--- src/rtl/data_mem_responder_pkg.sv ---
// mem_pkg: shared types and constants for the data-memory responder.
// Holds the responder FSM state encoding and the MemWrite control-word bit
// positions, which the processor control unit also uses.
package mem_pkg;

    // MemWrite = {Byte, we}
    localparam int MEMW_WE_BIT   = 0;
    localparam int MEMW_BYTE_BIT = 1;

    localparam int BYTE_LANES = 4;

    typedef enum logic [2:0] {
        IDLE,
        WR_WORD,
        RD_ISSUE,
        RD_DATA,
        RMW_WRITE
    } mem_state_t;

endpackage

--- src/rtl/data_mem_responder_if.sv ---
// data_mem_responder_if: core-side data-memory request/response bundle.
// master = processor (drives req_valid/MemWrite/addr/wdata),
// slave  = responder (drives stall/resp_valid/rdata/addr_err/align_err).
interface data_mem_responder_if;
    logic        req_valid;
    logic [1:0]  MemWrite;
    logic [31:0] addr;
    logic [31:0] wdata;
    logic        stall;
    logic        resp_valid;
    logic [31:0] rdata;
    logic        addr_err;
    logic        align_err;

    modport master (
        output req_valid, MemWrite, addr, wdata,
        input  stall, resp_valid, rdata, addr_err, align_err
    );

    modport slave (
        input  req_valid, MemWrite, addr, wdata,
        output stall, resp_valid, rdata, addr_err, align_err
    );
endinterface

--- src/rtl/data_mem_responder_byte_lane_unit.sv ---
// byte_lane_unit: combinational byte-lane extract (loads) and merge (stores).
// Ports: word_i/offset_i/byte_i in; lane_o = word_i lane offset_i,
//        merged_o = word_i with lane offset_i replaced by byte_i. Little-endian.
module byte_lane_unit
    import mem_pkg::*;
(
    input  logic [31:0] word_i,
    input  logic [1:0]  offset_i,
    input  logic [7:0]  byte_i,
    output logic [7:0]  lane_o,
    output logic [31:0] merged_o
);
    always_comb begin
        lane_o   = '0;
        merged_o = word_i;
        for (int i = 0; i < BYTE_LANES; i++) begin
            if (offset_i == i[1:0]) begin
                lane_o             = word_i[8*i +: 8];
                merged_o[8*i +: 8] = byte_i;
            end
        end
    end
endmodule

--- src/rtl/data_mem_responder.sv ---
// data_mem_responder: services word/byte loads and stores from the core
// against a word-wide RAM with no byte enables and 1-cycle read latency.
// Ports: clk/rst; bus (core side, slave modport); ram_addr/ram_we/ram_wdata out,
//        ram_rdata in. Latency: word store 1, load and byte store (RMW) 2.
// Backpressure: stall = req_valid & ~resp_valid; one access in flight at a time.
module data_mem_responder
    import mem_pkg::*;
#(
    parameter int ADDR_WIDTH = 8,
    parameter int DATA_WIDTH = 32
) (
    input  logic                  clk,
    input  logic                  rst,
    data_mem_responder_if.slave   bus,
    output logic [ADDR_WIDTH-1:0] ram_addr,
    output logic                  ram_we,
    output logic [31:0]           ram_wdata,
    input  logic [31:0]           ram_rdata
);
    // First byte-address bit beyond the RAM.
    localparam int HI_LSB = ADDR_WIDTH + 2;

    if (DATA_WIDTH != 32) begin : g_bad_width
        $error("data_mem_responder: DATA_WIDTH must be 32");
    end

    mem_state_t            state_q;
    logic [1:0]            memw_q;
    logic [31:0]           wdata_q;
    logic [1:0]            offset_q;
    logic                  range_err_q;
    logic                  align_err_q;
    logic [ADDR_WIDTH-1:0] ram_addr_q;
    logic                  ram_we_q;
    logic                  resp_valid_q;

    logic                  req_we_d;
    logic                  req_byte_d;
    logic                  range_err_d;
    logic                  align_err_d;
    logic [7:0]            lane;
    logic [31:0]           merged;

    assign req_we_d    = bus.MemWrite[MEMW_WE_BIT];
    assign req_byte_d  = bus.MemWrite[MEMW_BYTE_BIT];
    assign range_err_d = |bus.addr[31:HI_LSB];
    assign align_err_d = ~req_byte_d & (|bus.addr[1:0]);

    // ram_rdata carries the word read in RD_ISSUE during both RD_DATA and
    // RMW_WRITE, so the same unit serves the load extract and the RMW merge.
    byte_lane_unit u_lane (
        .word_i   (ram_rdata),
        .offset_i (offset_q),
        .byte_i   (wdata_q[7:0]),
        .lane_o   (lane),
        .merged_o (merged)
    );

    always_ff @(posedge clk) begin
        if (rst) begin
            state_q      <= IDLE;
            memw_q       <= '0;
            wdata_q      <= '0;
            offset_q     <= '0;
            range_err_q  <= 1'b0;
            align_err_q  <= 1'b0;
            ram_addr_q   <= '0;
            ram_we_q     <= 1'b0;
            resp_valid_q <= 1'b0;
        end else begin
            ram_we_q     <= 1'b0;
            resp_valid_q <= 1'b0;
            unique case (state_q)
                IDLE: begin
                    if (bus.req_valid) begin
                        memw_q      <= bus.MemWrite;
                        wdata_q     <= bus.wdata;
                        offset_q    <= bus.addr[1:0];
                        range_err_q <= range_err_d;
                        align_err_q <= align_err_d;
                        ram_addr_q  <= bus.addr[HI_LSB-1:2];
                        if (req_we_d && !req_byte_d) begin
                            // Word store completes in the next cycle.
                            state_q      <= WR_WORD;
                            ram_we_q     <= ~range_err_d;
                            resp_valid_q <= 1'b1;
                        end else begin
                            // Loads and byte stores both need the old word.
                            state_q <= RD_ISSUE;
                        end
                    end
                end
                RD_ISSUE: begin
                    resp_valid_q <= 1'b1;
                    if (memw_q[MEMW_WE_BIT]) begin
                        state_q  <= RMW_WRITE;
                        ram_we_q <= ~range_err_q;
                    end else begin
                        state_q <= RD_DATA;
                    end
                end
                WR_WORD, RD_DATA, RMW_WRITE: state_q <= IDLE;
                default:                     state_q <= IDLE;
            endcase
        end
    end

    assign bus.stall      = bus.req_valid & ~resp_valid_q;
    assign bus.resp_valid = resp_valid_q;
    assign bus.addr_err   = resp_valid_q & range_err_q;
    assign bus.align_err  = resp_valid_q & align_err_q;
    assign bus.rdata      = (resp_valid_q && state_q == RD_DATA && !range_err_q)
                          ? (memw_q[MEMW_BYTE_BIT] ? {24'b0, lane} : ram_rdata)
                          : '0;

    assign ram_addr  = ram_addr_q;
    assign ram_we    = ram_we_q;
    assign ram_wdata = (state_q == RMW_WRITE) ? merged : wdata_q;

endmodule
--- src/flat_wrapper.sv ---
// flat-port wrapper written by rule: the top's interface ports become plain ports
module data_mem_responder_flat import mem_pkg::*;
#(
    parameter int ADDR_WIDTH = 8,
    parameter int DATA_WIDTH = 32
)
  (clk, rst, ram_addr, ram_we, ram_wdata, ram_rdata, bus_req_valid, bus_MemWrite, bus_addr, bus_wdata, bus_stall, bus_resp_valid, bus_rdata, bus_addr_err, bus_align_err);
  data_mem_responder_if bus_i ();
  input  logic clk;
  input  logic rst;
  output logic [ADDR_WIDTH-1:0] ram_addr;
  output logic ram_we;
  output logic [31:0] ram_wdata;
  input  logic [31:0] ram_rdata;
  input wire logic [$bits(bus_i.req_valid)-1:0] bus_req_valid;
  input wire logic [$bits(bus_i.MemWrite)-1:0] bus_MemWrite;
  input wire logic [$bits(bus_i.addr)-1:0] bus_addr;
  input wire logic [$bits(bus_i.wdata)-1:0] bus_wdata;
  output wire logic [$bits(bus_i.stall)-1:0] bus_stall;
  output wire logic [$bits(bus_i.resp_valid)-1:0] bus_resp_valid;
  output wire logic [$bits(bus_i.rdata)-1:0] bus_rdata;
  output wire logic [$bits(bus_i.addr_err)-1:0] bus_addr_err;
  output wire logic [$bits(bus_i.align_err)-1:0] bus_align_err;
  assign bus_i.req_valid = bus_req_valid;
  assign bus_i.MemWrite = bus_MemWrite;
  assign bus_i.addr = bus_addr;
  assign bus_i.wdata = bus_wdata;
  assign bus_stall = bus_i.stall;
  assign bus_resp_valid = bus_i.resp_valid;
  assign bus_rdata = bus_i.rdata;
  assign bus_addr_err = bus_i.addr_err;
  assign bus_align_err = bus_i.align_err;
  data_mem_responder #(.ADDR_WIDTH(ADDR_WIDTH), .DATA_WIDTH(DATA_WIDTH)) u_core (.clk(clk), .rst(rst), .bus(bus_i), .ram_addr(ram_addr), .ram_we(ram_we), .ram_wdata(ram_wdata), .ram_rdata(ram_rdata));
endmodule
--- config.mk ---
export PLATFORM = sky130hd
export DESIGN_NAME = data_mem_responder_flat
export DESIGN_NICKNAME = d
export VERILOG_FILES = /design/src/rtl/data_mem_responder_pkg.sv /design/src/rtl/data_mem_responder_if.sv /design/src/rtl/data_mem_responder_byte_lane_unit.sv /design/src/rtl/data_mem_responder.sv /design/src/flat_wrapper.sv
export SDC_FILE = /design/constraint.sdc
export NUM_CORES = 1
export LEC_CHECK = 0
export BUFFER_PORTS_ARGS = -buffer_cell sky130_fd_sc_hd__buf_4
export CAP_MARGIN = 20
export CORE_MARGIN = 3
export CORE_UTILIZATION = 45
export DETAILED_ROUTE_END_ITERATION = 7
export MAX_ROUTING_LAYER = met4
export PLACE_DENSITY = 0.81
export SLEW_MARGIN = 25
export SYNTH_ARGS = -nofsm -noshare
export SYNTH_HDL_FRONTEND = slang
export SYNTH_HIERARCHICAL = 1
export SYNTH_SLANG_ARGS = --single-unit
--- constraint.sdc ---
create_clock -name clk -period 1.46 [get_ports clk]
set_input_delay 0.146 -clock clk [delete_from_list [all_inputs] [get_ports clk]]
set_output_delay 0.146 -clock clk [all_outputs]
set_load 0.03 [all_outputs]
# [Word-level counts from Yosys, hierarchy flattened]
# Cells that the tools add are included.
# Widths: inputs -> output; s select.
[word_totals] ff_bits=51 inputBits=101 elab_cells=56
[classes] eq_ne=7 muxes=22 bitwise=8 n_reduce_logical=10
[ops] operator="$mux 32" n=3
[ops] operator="$mux 8" n=8
[ops] operator="$reduce_or 22->1" n=1
[ops] operator="$eq 3x2->1 const B" n=2
[ops] operator="$mux 3" n=2
[ops] operator="$pmux 3 s2" n=1
[ops] operator="$mux 1" n=5
[ops] operator="$and 1x1->1" n=4
[ops] operator="$eq 2x2->1 const B" n=2
[ops] operator="$not 1->1" n=4
[ops] operator="$pmux 1 s2" n=2
[ops] operator="$eq 3x3->1 const B" n=1
[ops] operator="$logic_and 1x1->1" n=3
[ops] operator="$logic_not 3->1" n=1
[ops] operator="$eq 2x1->1 const B" n=1
[ops] operator="$logic_not 1->1" n=2
[ops] operator="$logic_not 2->1" n=1
[ops] operator="$mux 2" n=1
[ops] operator="$ne 2x2->1 const B" n=1
[ops] operator="$reduce_and 2->1" n=1
[ops] operator="$reduce_or 2->1" n=1

# [Logic depth before layout (Yosys ltp)]
# Gate-level depths: netlist of the first run.
[logic_depth] depth_word=7 mapped_depth=6

# [By module]
# Netlist of the first run, hierarchy kept.
[modules_own_cells] module="data_mem_responder" instances=1 cells_each=317 area_each_um2=2541.2
[modules_own_cells] module="byte_lane_unit" instances=1 cells_each=48 area_each_um2=625.6

# [Worst setup path before layout of the first run]
# OpenSTA, ideal clock, no wires.
[synth_path] path_kind="register -> output" from="register u_core.resp_valid_q (netlist: u_core/bus.resp_valid)" to="output port bus_rdata[11]" arrival_time_ps=1516 setup_slack_ps=-202 path_stages_with_launch=5 cell_sequence="dfxtp_1 > nand4_2 > nor2_2 > clkbuf_1 > and2_1"
[synth_between] elab_chain_len=3
[synth_lines] element="start, declared" line_no="data_mem_responder.sv:35" text="logic resp_valid_q;"
[synth_lines] element="start signal, assigned" line_no="data_mem_responder.sv:69" text="resp_valid_q <= 1'b0;"
[synth_lines] element="start signal, assigned" line_no="data_mem_responder.sv:72" text="resp_valid_q <= 1'b0;"
[synth_lines] element="start signal, assigned" line_no="data_mem_responder.sv:86" text="resp_valid_q <= 1'b1;"
[synth_lines] element="$logic_and 1x1->1 (2 in a row)" line_no="data_mem_responder.sv:112" text="assign bus.rdata = (resp_valid_q && state_q == RD_DATA && !range_err_q)"
[synth_lines] element="$mux 32" line_no="data_mem_responder.sv:113" text="? (memw_q[MEMW_BYTE_BIT] ? {24'b0, lane} : ram_rdata)"
[synth_lines] element="end, declared" line_no="flat_wrapper.sv:21" text="output wire logic [$bits(bus_i.rdata)-1:0] bus_rdata;"
# Every way passes these cells.

# [Worst setup path after layout of the first run]
[layout_path] from="register u_core.offset_q[0]" to="output port bus_rdata[3]"
[layout_between] elab_chain_len=7
[layout_lines] element="start, declared" line_no="data_mem_responder.sv:30" text="logic [1:0] offset_q;"
[layout_lines] element="start signal, assigned" line_no="data_mem_responder.sv:78" text="offset_q <= bus.addr[1:0];"
[layout_lines] element="$logic_not 2->1" line_no="data_mem_responder_byte_lane_unit.sv:17" text="if (offset_i == i[1:0]) begin"
[layout_lines] element="$mux 8 (3 in a row)" line_no="data_mem_responder_byte_lane_unit.sv:17"
[layout_lines] element="$mux 8 (*)" line_no="data_mem_responder_byte_lane_unit.sv:17"
[layout_lines] element="via u_core.lane[3]" line_no="data_mem_responder.sv:41" text="logic [7:0] lane;"
[layout_lines] element="$mux 32 (*) (2 in a row)" line_no="data_mem_responder.sv:113"
# The timed path passes the listed nets; every way through them passes the cells marked *.

==> reports/qor.yml, run 1 <==
run_status:
  status: "finished with violations"
  violations: "negative setup slack"
worst_hold_path:
  min_path_cells: 3
  hold_path_class: "in2reg"
sta:
  timing.clock.skew_ns: 0.00680
  slew_headroom_pct: 75.7
  drv_slew: 0
  rsz0062_at_grt: "true"
  finalSetupViolCount: 66
  period_minus_slack_ns: 2.03
  min_period_over_period_pct: 139
  finalHoldViolCount: 0
  fmax_ghz: 0.494
  setup_ws_ns: -0.565
  worst_slew_pin_slew_ns: 0.365
finish:
  nets: 663
  drive_gt1_share_pct: 61.8
  antenna_cells: 0
  final_cell_mix: "buf_4, nand2_1, buf_6, mux2_4, a21oi_1"
  final_area_mm2: 0.00558
  layout_commonest_cell: "buf_4"
  final_cells: 656
  syn2layout_area_growth_pct: 76.1
logic_synthesis:
  syn-cell-area_mm2: 0.00317
  synth_fa_ha_area_share_pct: 0
  synth.area.mux_share_pct: 31.0
  yosys.area_share.simple_pct: 25.0
  synth_seq_cells: 51
  synthCells: 365
  seq_area_frac_synth_pct: 32.2
  syn_area_per_cell_um2: 8.68
  synth_compound_area_share_pct: 7.74
  yosysWarningCount: 6
  syn-num-nets: 466
  synth-xor-area-share_pct: 0
  synth_cell_type_count: 27
  synth_top_family_by_area: "multiplexers"
place:
  dp_hpwl_mm: 8.60
  pre_cts_ws_ns: -0.209
  placed_cells: 636
  gp_congestion: 0.895
  dpl_cell_area_mm2: 0.00477
  io_buffer_count: 177
critical_path:
  r2r-start: "u_core/state_q[1]$_SDFFE_PP0P_"
  critPathCaptureType: "output pin"
  path_class: "reg2out"
  endpoint: "bus_rdata[3]"
  cpPeakStageDelay_ns: 0.53
  path_cells: "buf_12 -> mux4_2 -> mux2i_1 -> nor2_1 -> buf_4"
  r2r_cells: 6
  cp-start-kind: "flop"
  reg2reg_slack_ns: -0.01
  cp.arrival_ns: 1.88
  required_ns: 1.31
  cp_slowest_cell: "mux4_2"
  r2r_end: "u_core/wdata_q[3]$_SDFFE_PP0P_"
  worstSetupStartpoint: "u_core/offset_q[0]$_SDFFE_PP0P_"
  cp_max_fo: 8
drt:
  post_drt_wl_per_cell_um: 22.5
  vias: 3858
  postRouteAntennaNets: 0
  finalWirelength_mm: 14.7
  viasPerCell: 5.88
  drt-initial-drc-count: 416
  remaining_drc_errors: 0
  firstDrtPassIters: 5
floorplanning:
  die_h_um: 89.9
  die_area_mm2: 0.00808
  start_util_pct: 48.2
  coreArea_mm2: 0.00657
  dieWidth_um: 89.9
  io_pins: 178
  rows: 29
cts:
  cts_htree_levels: 2
  cts-root-buf: "clkbuf_8"
  cts.sink_count: 51
  numCtsBuffers: 5
  cts_tree: "yes"
  path_clk_slew_ns: 0.11
  clockBufferDepth: 2
  clkLatencyLatePin_ns: 0.33
global_route:
  grt_max_degree: 37
  antenna_found_initial: 0
  track_usage_pct: 30.0
  grt_pass1_wl_mm: 19.3
  grt_remaining_overflow: 0
  grt_pass1_vias: 3634
power:
  power.total_mw: 4.11
  leakagePower_nw: 2.57
  powerDensity_mw_per_mm2: 738
  peakVddDrop_uv: 614
flow_run:
  cap_viol_max_count: 0
==> worst max-delay path: cells and delay by family (launching register included) <==
family                 cells  cell delay (ns)
buffers and inverters      2             0.35
multiplexers               2             0.71
flip-flops                 1             0.41
AND/OR/NAND/NOR            1             0.08
==> report_power, final <==
group          internal, mW  leakage, nW  switching, mW  total [mW]
Combinational         0.821         2.09          0.791        1.61
Sequential             1.50        0.422          0.107        1.61
Clock                 0.354       0.0491          0.544       0.898
Total                  2.67         2.57           1.44        4.11
==> area by class of cell <==
class | count | area (um2)
Clock buffer | 5 | 68.8
Clock inverter | 3 | 26.3
Fill cell | 311 | 990
Multi-Input combinational cell | 289 | 2350
Sequential cell | 51 | 1030
Tap cell | 93 | 116
Timing Repair Buffer | 215 | 1990
==> Yosys cell counts, drive strengths merged <==
cell type	number	area share (%)
a21oi	49	7.7
and2	27	5.3
buf	18	3.2
clkbuf	7	0.83
dfxtp	51	32
mux2	64	23
mux2i	8	2.5
mux4	8	5.7
nand2	93	12
nand2b	2	0.40
nand4	2	0.59
nor2	19	2.8
nor2b	4	0.87
nor3	2	0.32
nor3b	1	0.40
nor4	5	1.6
or2	1	0.20
or2b	1	0.28
or3	2	0.40
or4	1	0.24
==> stage by stage <==
stage | util, % | hold slack [ns] | TNS, ns
4_1_cts | 80.5 | 0.0637 | -25.72
3_3_place_gp | 72.7 | 0.393 | -4.92
2_1_floorplan | - | 0.282 | -0.132
5_1_grt | 84.9 | 0.0599 | -30.68
3_5_place_dp | 72.7 | 0.402 | -6.21
6_report | 84.9 | 0.0582 | -27.77
==> worst min-delay path by stage <==
stage,startpoint,end,slack (ns)
floorplan,bus_wdata[10],u_core/wdata_q[10]$_SDFFE_PP0P_,0.28
global placement,bus_addr[9],u_core/ram_addr[7]$_SDFFE_PP0P_,0.39
detailed placement,bus_wdata[30],u_core/wdata_q[30]$_SDFFE_PP0P_,0.40
CTS,bus_addr[6],u_core/ram_addr[4]$_SDFFE_PP0P_,0.06
global route,bus_wdata[28],u_core/wdata_q[28]$_SDFFE_PP0P_,0.06
finish,bus_addr[2],u_core/ram_addr[0]$_SDFFE_PP0P_,0.06
==> state kept, by name, indices dropped and copies added, names as in the netlist <==
register	flops
u_core/bus.resp_valid	1
u_core/ram_we	1
u_core/memw_q	2
u_core/wdata_q	32
u_core/ram_addr	8
u_core/range_err_q	1
u_core/align_err_q	1
u_core/state_q	3
u_core/offset_q	2
==> logic make-up (layout without fill, tap and decap cells) <==
| logic type | after synthesis | count (layout) |
|---|---|---|
| mux | 80 | 80 |
| compound gates | 49 | 49 |
| simple gates | 160 | 160 |
| buf+inv | 25 | 223 |
| flops | 51 | 51 |
==> repair_timing <==
action | in CTS | in global routing
pin swaps | 30 | 6
hold buffers | 0 | 0
gates resized for setup | 118 | 50
gates cloned | 2 | 2
buffers inserted | 3 | 5
endpoints found under the setup margin | 66 | 67
endpoints found under the hold margin | 0 | 0
==> routing by layer <==
layer  wire length, um  global-route usage [%]  vias to the layer above
met2              7380                    51.0                      317
met3              1490                    4.51                       66
met5                 0                       -                        -
li1                  -                       -                     1640
met1              5200                    36.6                     1835
met4               680                    10.2                        0
Note: power is estimated with default switching activity, not from simulation.
==> run 2, diff against run 1 <==
Settings changed: ABC_AREA set to 0, CORE_UTILIZATION 45 to 46, CTS_BUF_LIST set to sky130_fd_sc_hd__clkbuf_8, PLACE_DENSITY 0.81 to 0.83.
==> reports/qor.yml, run 2 (synthesized netlist as in run 1, its figures left out) <==
finish:
  final_area_mm2: 0.00543  # -2.6%
  seqCellArea_mm2: 0.00103  # unchanged
  final_cell_mix: "buf_4, nand2_1, buf_6, a21oi_1, dfxtp_1"
  drive_gt1_share_pct: 61.0  # -0.78 points
  antenna_cells: 0  # unchanged
  nets: 662  # -0.15%
  largest_reg_flops: 32  # unchanged
  syn2layout_area_growth_pct: 71.5
  utilization_pct: 83.6  # -1.3 points
  layout_commonest_cell: "buf_4"
  num-fill-cells: 329  # +5.8%
  multi_input_area_mm2: 0.00226  # -3.7%
  top_register: "u_core/wdata_q"
floorplanning:
  rows: 29  # unchanged
  dieWidth_um: 89.0  # -1.0%
  die_h_um: 89.0  # -1.0%
  coreArea_mm2: 0.00649  # -1.1%
  start_util_pct: 48.8  # +0.54 points
  io_pins: 178  # unchanged
  die_area_mm2: 0.00792  # -2.0%
drt:
  viasPerCell: 6.07  # +3.2%
  remaining_drc_errors: 0  # unchanged
  post_drt_wl_per_cell_um: 23.5  # +4.4%
  firstDrtPassIters: 5  # unchanged
  drt-initial-drc-count: 408  # -1.9%
  vias: 3879  # +0.54%
  postRouteAntennaNets: 0  # unchanged
  finalWirelength_mm: 15.0  # +1.7%
critical_path:
  reg2reg_slack_ns: -0.04  # -0.03 ns
  path_cells: "buf_12 -> buf_6 -> mux4_2 -> mux2i_1 -> nor2_1 -> buf_4"
  path_class: "reg2out"
  path_buf_inv: 3  # +1
  cp-start-kind: "flop"
  crit_family: "multiplexers"
  cp_slowest_cell: "mux4_2"
  cp_max_fo: 4  # -4
  cp.arrival_ns: 1.95  # +0.07 ns
  critPathCaptureType: "output pin"
  required_ns: 1.31  # about the same
  cpPeakStageDelay_ns: 0.50  # -0.03 ns
power:
  p_clk_share_pct: 21.5  # -0.3 points
  seqPwrFrac_pct: 39.7  # +0.7 points
  switchingPower_mw: 1.44  # -0.30%
  p_comb_share_pct: 38.8  # -0.4 points
  leakagePower_nw: 2.49  # -3.0%
  sw_frac_of_total_pct: 35.5  # +0.42 points
  internal_power_mw: 2.62  # -2.1%
  power.total_mw: 4.05  # -1.5%
  peakVddDrop_uv: 688  # +12%
  powerDensity_mw_per_mm2: 746  # +1.2%
place:
  dp_hpwl_mm: 8.79  # +2.3%
  gp_congestion: 0.923  # +3.2%
  dpl_cell_area_mm2: 0.00473  # -1.0%
  io_buffer_count: 177  # unchanged
cts:
  cts-root-buf: "clkbuf_8"
  clockBufferDepth: 2  # unchanged
  holdBufCountCts: 0  # unchanged
  path_clk_slew_ns: 0.11  # about the same
  numCtsBuffers: 5  # unchanged
  clkLatencyLatePin_ns: 0.31  # -0.02 ns
  cts_htree_levels: 2  # unchanged
  cts.sink_count: 51  # unchanged
  cts_tree: "yes"
sta:
  finalSetupViolCount: 65  # -1.5%
  min_period_over_period_pct: 144  # +4.9 points
  timing.clock.skew_ns: 0.00848  # +0.00168 ns
  drv_slew: 0  # unchanged
  finalHoldViolCount: 0  # unchanged
  worst_slew_pin_slew_ns: 0.381  # +0.0161 ns
  period_minus_slack_ns: 2.10  # +0.0721 ns
  fmax_ghz: 0.477  # -3.4%
  rsz0062_at_grt: "true"
  setup_ws_ns: -0.638  # -0.0721 ns
  slew_headroom_pct: 74.6  # -1.1 points
global_route:
  met2_usage_pct: 61.3  # +10 points
  antenna_found_initial: 0  # unchanged
  grt_pass1_wl_mm: 21.5  # +12%
  grt_util_met3_pct: 8.66  # +4.2 points
  grt_use_met1_pct: 42.2  # +5.6 points
  grt_remaining_overflow: 0  # unchanged
  grt_max_degree: 37  # unchanged
  track_usage_pct: 37.2  # +7.2 points
  grt-busiest-layer: "met2"
  grt_pass1_vias: 4000  # +10%
flow_run:
  cap_viol_max_count: 0  # unchanged
run_status:
  violations: "negative setup slack"
  status: "finished with violations"
worst_hold_path:
  hold_path_class: "in2reg"
-- run 2: layout make-up --
| type | instances | share of cell area, % |
|---|---|---|
| sequential | 51 | 19.0 |
| clock inverter | 3 | 0.369 |
| multi-input combinational | 289 | 41.6 |
| timing repair buffer | 214 | 36.0 |
| clock buffer | 5 | 1.27 |
| tap | 77 | 1.77 |
-- run 2: what timing repair did --
item / in CTS / in global routing
gates resized for setup: 118 / 15
pin swaps: 29 / 11
gates cloned: 3 / 1
buffers inserted: 7 / 7
endpoints found under the setup margin: 66 / 102
-- run 2: stage by stage --
stage / setup TNS [ns] / hold slack [ns] / setup WS (ns) / std cells
floorplan: -0.132 / 0.282 / -0.00981 / 365
global placement: -4.02 / 0.393 / -0.138 / 616
detailed placement: -5.43 / 0.404 / -0.181 / 616
CTS: -24.41 / 0.0741 / -0.489 / 634
global route: -29.45 / 0.0768 / -0.624 / 639
finish: -27.12 / 0.0698 / -0.638 / 639
-- run 2: routing by layer --
metal	wire length, um	share of wire [%]
met5	0	0
met4	910	6.1
met3	1460	9.8
met2	7430	50
met1	5180	35
-- run 2: worst reg2reg max path: cells and delay by family, from the launching register on --
family / cells / cell delay (ns)
buffers and inverters: 3 / 0.37
AO/OA/AOI/OAI: 1 / 0.14
flip-flops: 1 / 0.34
AND/OR/NAND/NOR: 3 / 0.56
-- run 2: power groups by stage --
stage                     logic (mW)  clock network, mW  registers [mW]
after floorplan                0.702                  0            1.62
after global placement          1.26                  0            1.61
after detailed placement        1.29                  0            1.62
after CTS                       1.41              0.839            1.59
after global routing            1.63              0.914            1.62
final                           1.57              0.872            1.61
-- run 2: final timing paths --
kind,start,end,cells past startpoint
hold reg to reg,u_core/wdata_q[16]$_SDFFE_PP0P_,u_core/wdata_q[16]$_SDFFE_PP0P_,2
setup / recovery,u_core/offset_q[1]$_SDFFE_PP0P_,bus_rdata[5],6
hold / removal,bus_wdata[7],u_core/wdata_q[7]$_SDFFE_PP0P_,3
setup reg to reg,u_core/state_q[2]$_SDFFE_PP0P_,u_core/align_err_q$_SDFFE_PP0P_,7
==> run 3, diff against run 2 <==
Settings changed: CORE_UTILIZATION 46 to 45, PLACE_DENSITY 0.83 to 0.82, SYNTH_HIERARCHICAL 1 to not set.
==> reports/qor.yml, run 3 <==
floorplanning:
  dieWidth_um: 88.0  # -1.1%
  io_pins: 178  # unchanged
  start_util_pct: 47.1  # -1.6 points
  rows: 29  # unchanged
  die_h_um: 88.0  # -1.1%
logic_synthesis:
  syn-cell-area_mm2: 0.00303  # -4.4%
  yosys.area_share.simple_pct: 33.1  # +8.1 points
  synth_seq_cells: 51  # unchanged
  synthCells: 433  # +19%
  synth_top_family_by_area: "simple AND/OR/NAND/NOR gates"
  synth.area.mux_share_pct: 9.59  # -21 points
  yosys.area.top_type_share_pct: 33.7  # +1.5 points
  synth-xor-area-share_pct: 0  # unchanged
  synth_fa_ha_area_share_pct: 0  # unchanged
  async_reset_ff_share_pct: 0  # unchanged
  synth_compound_area_share_pct: 17.9  # +10 points
  synth_cell_type_count: 29  # +7.4%
  syn-num-nets: 534  # +15%
  synth_area_leader_cell: "dfxtp_1"
  synth_edf_count: 0  # unchanged
  yosysWarningCount: 0  # -6
  synthTopCellsByCount: "nand2_1, a21oi_1, dfxtp_1, nor2_1, and3_1"
  synth_ff_type: "dfxtp_1"
  synth.area.top_cells: "dfxtp_1, nand2_1, a21oi_1, mux2i_1, and3_1"
  syn_area_per_cell_um2: 6.99  # -19%
  seq_area_frac_synth_pct: 33.7  # +1.5 points
  synth_most_common_cell: "nand2_1"
place:
  placed_cells: 687  # +12%
  gp_congestion: 0.906  # -1.9%
  io_buffer_count: 177  # unchanged
  dp_hpwl_mm: 9.05  # +2.9%
cts:
  cts.sink_count: 51  # unchanged
  holdBufCountCts: 0  # unchanged
  clockBufferDepth: 2  # unchanged
  numCtsBuffers: 5  # unchanged
  cts_htree_levels: 2  # unchanged
  cts-root-buf: "clkbuf_8"
run_status:
  stop_stage: "global routing (5_1_grt)"
  tool.error: "[ERROR DPL-0033] detailed placement checks failed during check placement."
  status: "did not finish"
sta:
  grt_repair_worst_endpoint: "ram_wdata[7]"
  worstEndpointType: "primary output"
global_route:
  grt_max_degree: 41
  antenna_found_initial: 0
run 3: cell types whose count changed after synthesis, moves of 8 or more:
cell,before,now
nand2_1,92,119
mux2_2,64,0
mux4_2,8,0
mux2i_1,8,17
a31oi_1,0,8
mux2_4,0,8
and2_1,27,5
nor2_1,17,32
o21ai_1,0,8
a21oi_1,49,80
and3_1,0,24
nor2b_1,3,11
run 3: kinds of logic after synthesis:
logic type / after synthesis
AND/OR/NAND/NOR: 216
AO/OA/AOI/OAI: 104
buffers and inverters: 37
flip-flops: 51
multiplexers: 25
run 3: through the flow:
stage / setup TNS [ns] / setup WS, ns / area, um2 / hold WS [ns] / utilization (%)
floorplan: -0.488 / -0.0601 / 3170 / 0.282 / -
global placement: -0.175 / -0.0256 / 4780 / 0.392 / 74.4
detailed placement: -0.423 / -0.0453 / 4780 / 0.395 / 74.4
CTS: -19.59 / -0.375 / 5650 / 0.0598 / 87.9
run 3: repair_timing:
| action | 4_1_cts |
|---|---|
| pin swaps | 16 |
| resized for setup | 123 |
| gates cloned | 6 |
| buffers inserted | 21 |
| setup endpoints to repair | 66 |
==> run 4, diff against run 3 <==
Settings changed: CORE_UTILIZATION 45 to 40, CTS_BUF_LIST sky130_fd_sc_hd__clkbuf_8 to not set, MAX_ROUTING_LAYER met4 to not set, PLACE_DENSITY 0.82 to not set, PLACE_DENSITY_LB_ADDON set to 0.15.
==> reports/qor.yml, run 4 <==
floorplanning:
  die_h_um: 93.0  # +5.7%
  io_pins: 178  # unchanged
  die_area_mm2: 0.00865
  start_util_pct: 41.5  # -5.6 points
  coreArea_mm2: 0.00729
  rows: 31  # +6.9%
  dieWidth_um: 93.0  # +5.7%
sta:
  hold_ws_ns: 0.0674
  setup_ws_ns: -0.431
  worst_slew_pin_slew_ns: 0.416
  finalSetupViolCount: 111
  slew_headroom_pct: 72.2
  drv_slew: 0
  min_period_over_period_pct: 129
  finalHoldViolCount: 0
  timing.clock.skew_ns: 0.00884
  rsz0062_at_grt: "true"
  fmax_ghz: 0.529
  period_minus_slack_ns: 1.89
logic_synthesis:
  async_reset_ff_share_pct: 0  # unchanged
  synth_cell_type_count: 29  # unchanged
  synth_ff_type: "dfxtp_1"
  synth.area.mux_share_pct: 9.59  # unchanged
  syn-num-nets: 534  # unchanged
  synth_seq_cells: 51  # unchanged
  synth_edf_count: 0  # unchanged
  synth_fa_ha_area_share_pct: 0  # unchanged
  synth_compound_area_share_pct: 17.9  # unchanged
  yosysWarningCount: 0  # unchanged
  yosys.area.top_type_share_pct: 33.7  # unchanged
  syn-cell-area_mm2: 0.00303  # unchanged
  synth.area.top_cells: "dfxtp_1, nand2_1, a21oi_1, mux2i_1, and3_1"
  seq_area_frac_synth_pct: 33.7  # unchanged
  synth_area_leader_cell: "dfxtp_1"
  syn_area_per_cell_um2: 6.99  # unchanged
  synthTopCellsByCount: "nand2_1, a21oi_1, dfxtp_1, nor2_1, and3_1"
  synth_most_common_cell: "nand2_1"
  synth-xor-area-share_pct: 0  # unchanged
  synth_top_family_by_area: "simple AND/OR/NAND/NOR gates"
  synthCells: 433  # unchanged
  yosys.area_share.simple_pct: 33.1  # unchanged
critical_path:
  path_class: "reg2out"
  cp-start-kind: "flop"
  cp.arrival_ns: 1.74
  cp_max_fo: 8
  critPathCaptureType: "output pin"
  required_ns: 1.31
finish:
  final_cell_mix: "buf_4, nand2_1, buf_6, a21oi_2, dfxtp_1"
  nets: 731
  num-fill-cells: 471
  top_register: "u_core.wdata_q"
  drive_gt1_share_pct: 60.7
  largest_reg_flops: 32
  antenna_cells: 0
  layout_commonest_cell: "buf_4"
  syn2layout_area_growth_pct: 98.0
cts:
  cts-root-buf: "clkbuf_8"
  clockBufferDepth: 2  # unchanged
  cts.sink_count: 51  # unchanged
  numCtsBuffers: 5  # unchanged
  clkLatencyLatePin_ns: 0.31
  cts_tree: "yes"
  holdBufCountCts: 0  # unchanged
  path_clk_slew_ns: 0.10
  cts_htree_levels: 2  # unchanged
drt:
  finalWirelength_mm: 13.6
  remaining_drc_errors: 0
  viasPerCell: 5.54
  firstDrtPassIters: 5
  drt-initial-drc-count: 251
  vias: 4044
  postRouteAntennaNets: 0
  post_drt_wl_per_cell_um: 18.6
power:
  powerDensity_mw_per_mm2: 722
  peakVddDrop_uv: 767
  leakagePower_nw: 2.61
global_route:
  antenna_found_initial: 0
  grt_pass1_wl_mm: 18.9
  grt_pass1_vias: 3885
  grt_remaining_overflow: 0
  grt_max_degree: 28
  track_usage_pct: 27.2
place:
  dp_hpwl_mm: 8.56  # -5.4%
  gp_congestion: 0.924  # +2.0%
  pre_cts_ws_ns: -0.0839  # -0.0386 ns
  io_buffer_count: 177  # unchanged
worst_hold_path:
  hold_path_class: "in2reg"
run_status:
  violations: "negative setup slack"
  status: "finished with violations"
flow_run:
  cap_viol_max_count: 0
## run 4: cell counts after synthesis
No cell type changed its count.
## run 4: path summary, 6_finish.rpt
| path | cells after the start | from | slack [ns] | end |
|---|---|---|---|---|
| max | 6 | u_core.state_q[2]$_SDFFE_PP0P_ | -0.43 | bus_rdata[30] |
| min reg2reg | 2 | u_core.wdata_q[17]$_SDFFE_PP0P_ | 0.46 | u_core.wdata_q[17]$_SDFFE_PP0P_ |
| max reg2reg | 8 | u_core.state_q[1]$_SDFFE_PP0P_ | -0.14 | u_core.wdata_q[29]$_SDFFE_PP0P_ |
| min | 3 | bus_wdata[11] | 0.07 | u_core.wdata_q[11]$_SDFFE_PP0P_ |
## run 4: cells by family (layout without fill, tap and decap cells)
family / after synthesis / count (layout)
simple gates: 216 / 216
compound gates: 104 / 104
flops: 51 / 51
buf+inv: 37 / 235
mux: 25 / 25
## run 4: area by class of cell
class	instances	area, um2	share of cell area [%]
Multi-Input combinational cell	345	2490	41.6
Timing Repair Buffer	226	2230	37.2
Sequential cell	51	1030	17.2
Tap cell	99	124	2.07
Clock buffer	5	68.8	1.15
Clock inverter	3	46.3	0.773
Inverter	1	3.75	0.0626
## run 4: what timing repair did
| action | 4_1_cts | 5_1_grt |
|---|---|---|
| setup endpoints to repair | 65 | 97 |
| resized for setup | 111 | 95 |
| gates cloned | 3 | 5 |
| buffers inserted | 8 | 2 |
| pin swaps | 12 | 33 |
## run 4: power by group
part / switching [mW] / total, mW / internal, mW
registers: 0.103 / 1.60 / 1.50
logic: 0.894 / 1.70 / 0.802
clock network: 0.510 / 1.03 / 0.517
total: 1.51 / 4.32 / 2.82
## run 4: through the flow
stage	util (%)	setup TNS [ns]	power (mW)	std cells	instance area, um2
final	82.2	-25.56	4.32	730	5990
after detailed placement	65.9	-1.22	2.92	705	4800
after global routing	82.2	-31.22	4.48	730	5990
after CTS	75.7	-20.73	4.04	724	5520
after global placement	65.9	-0.324	2.89	705	4800
after floorplan	-	-0.488	2.30	433	3170
## run 4: critical path, stage by stage, from the launching register on
cell     delay (ns)
dfxtp_1        0.32
buf_4          0.15
and4b_4        0.38
buf_12         0.13
buf_16         0.13
and3_4         0.19
buf_6          0.13
## run 4: metal layers
| layer | GRT usage (%) | vias to the layer above | part of all wire, % |
|---|---|---|---|
| met2 | 47.8 | 226 | 51 |
| met5 | 0 | - | 0 |
| met1 | 32.6 | 1915 | 38 |
| met3 | 6.03 | 40 | 7.7 |
| met4 | 9.77 | 0 | 3.2 |
| li1 | - | 1863 | - |
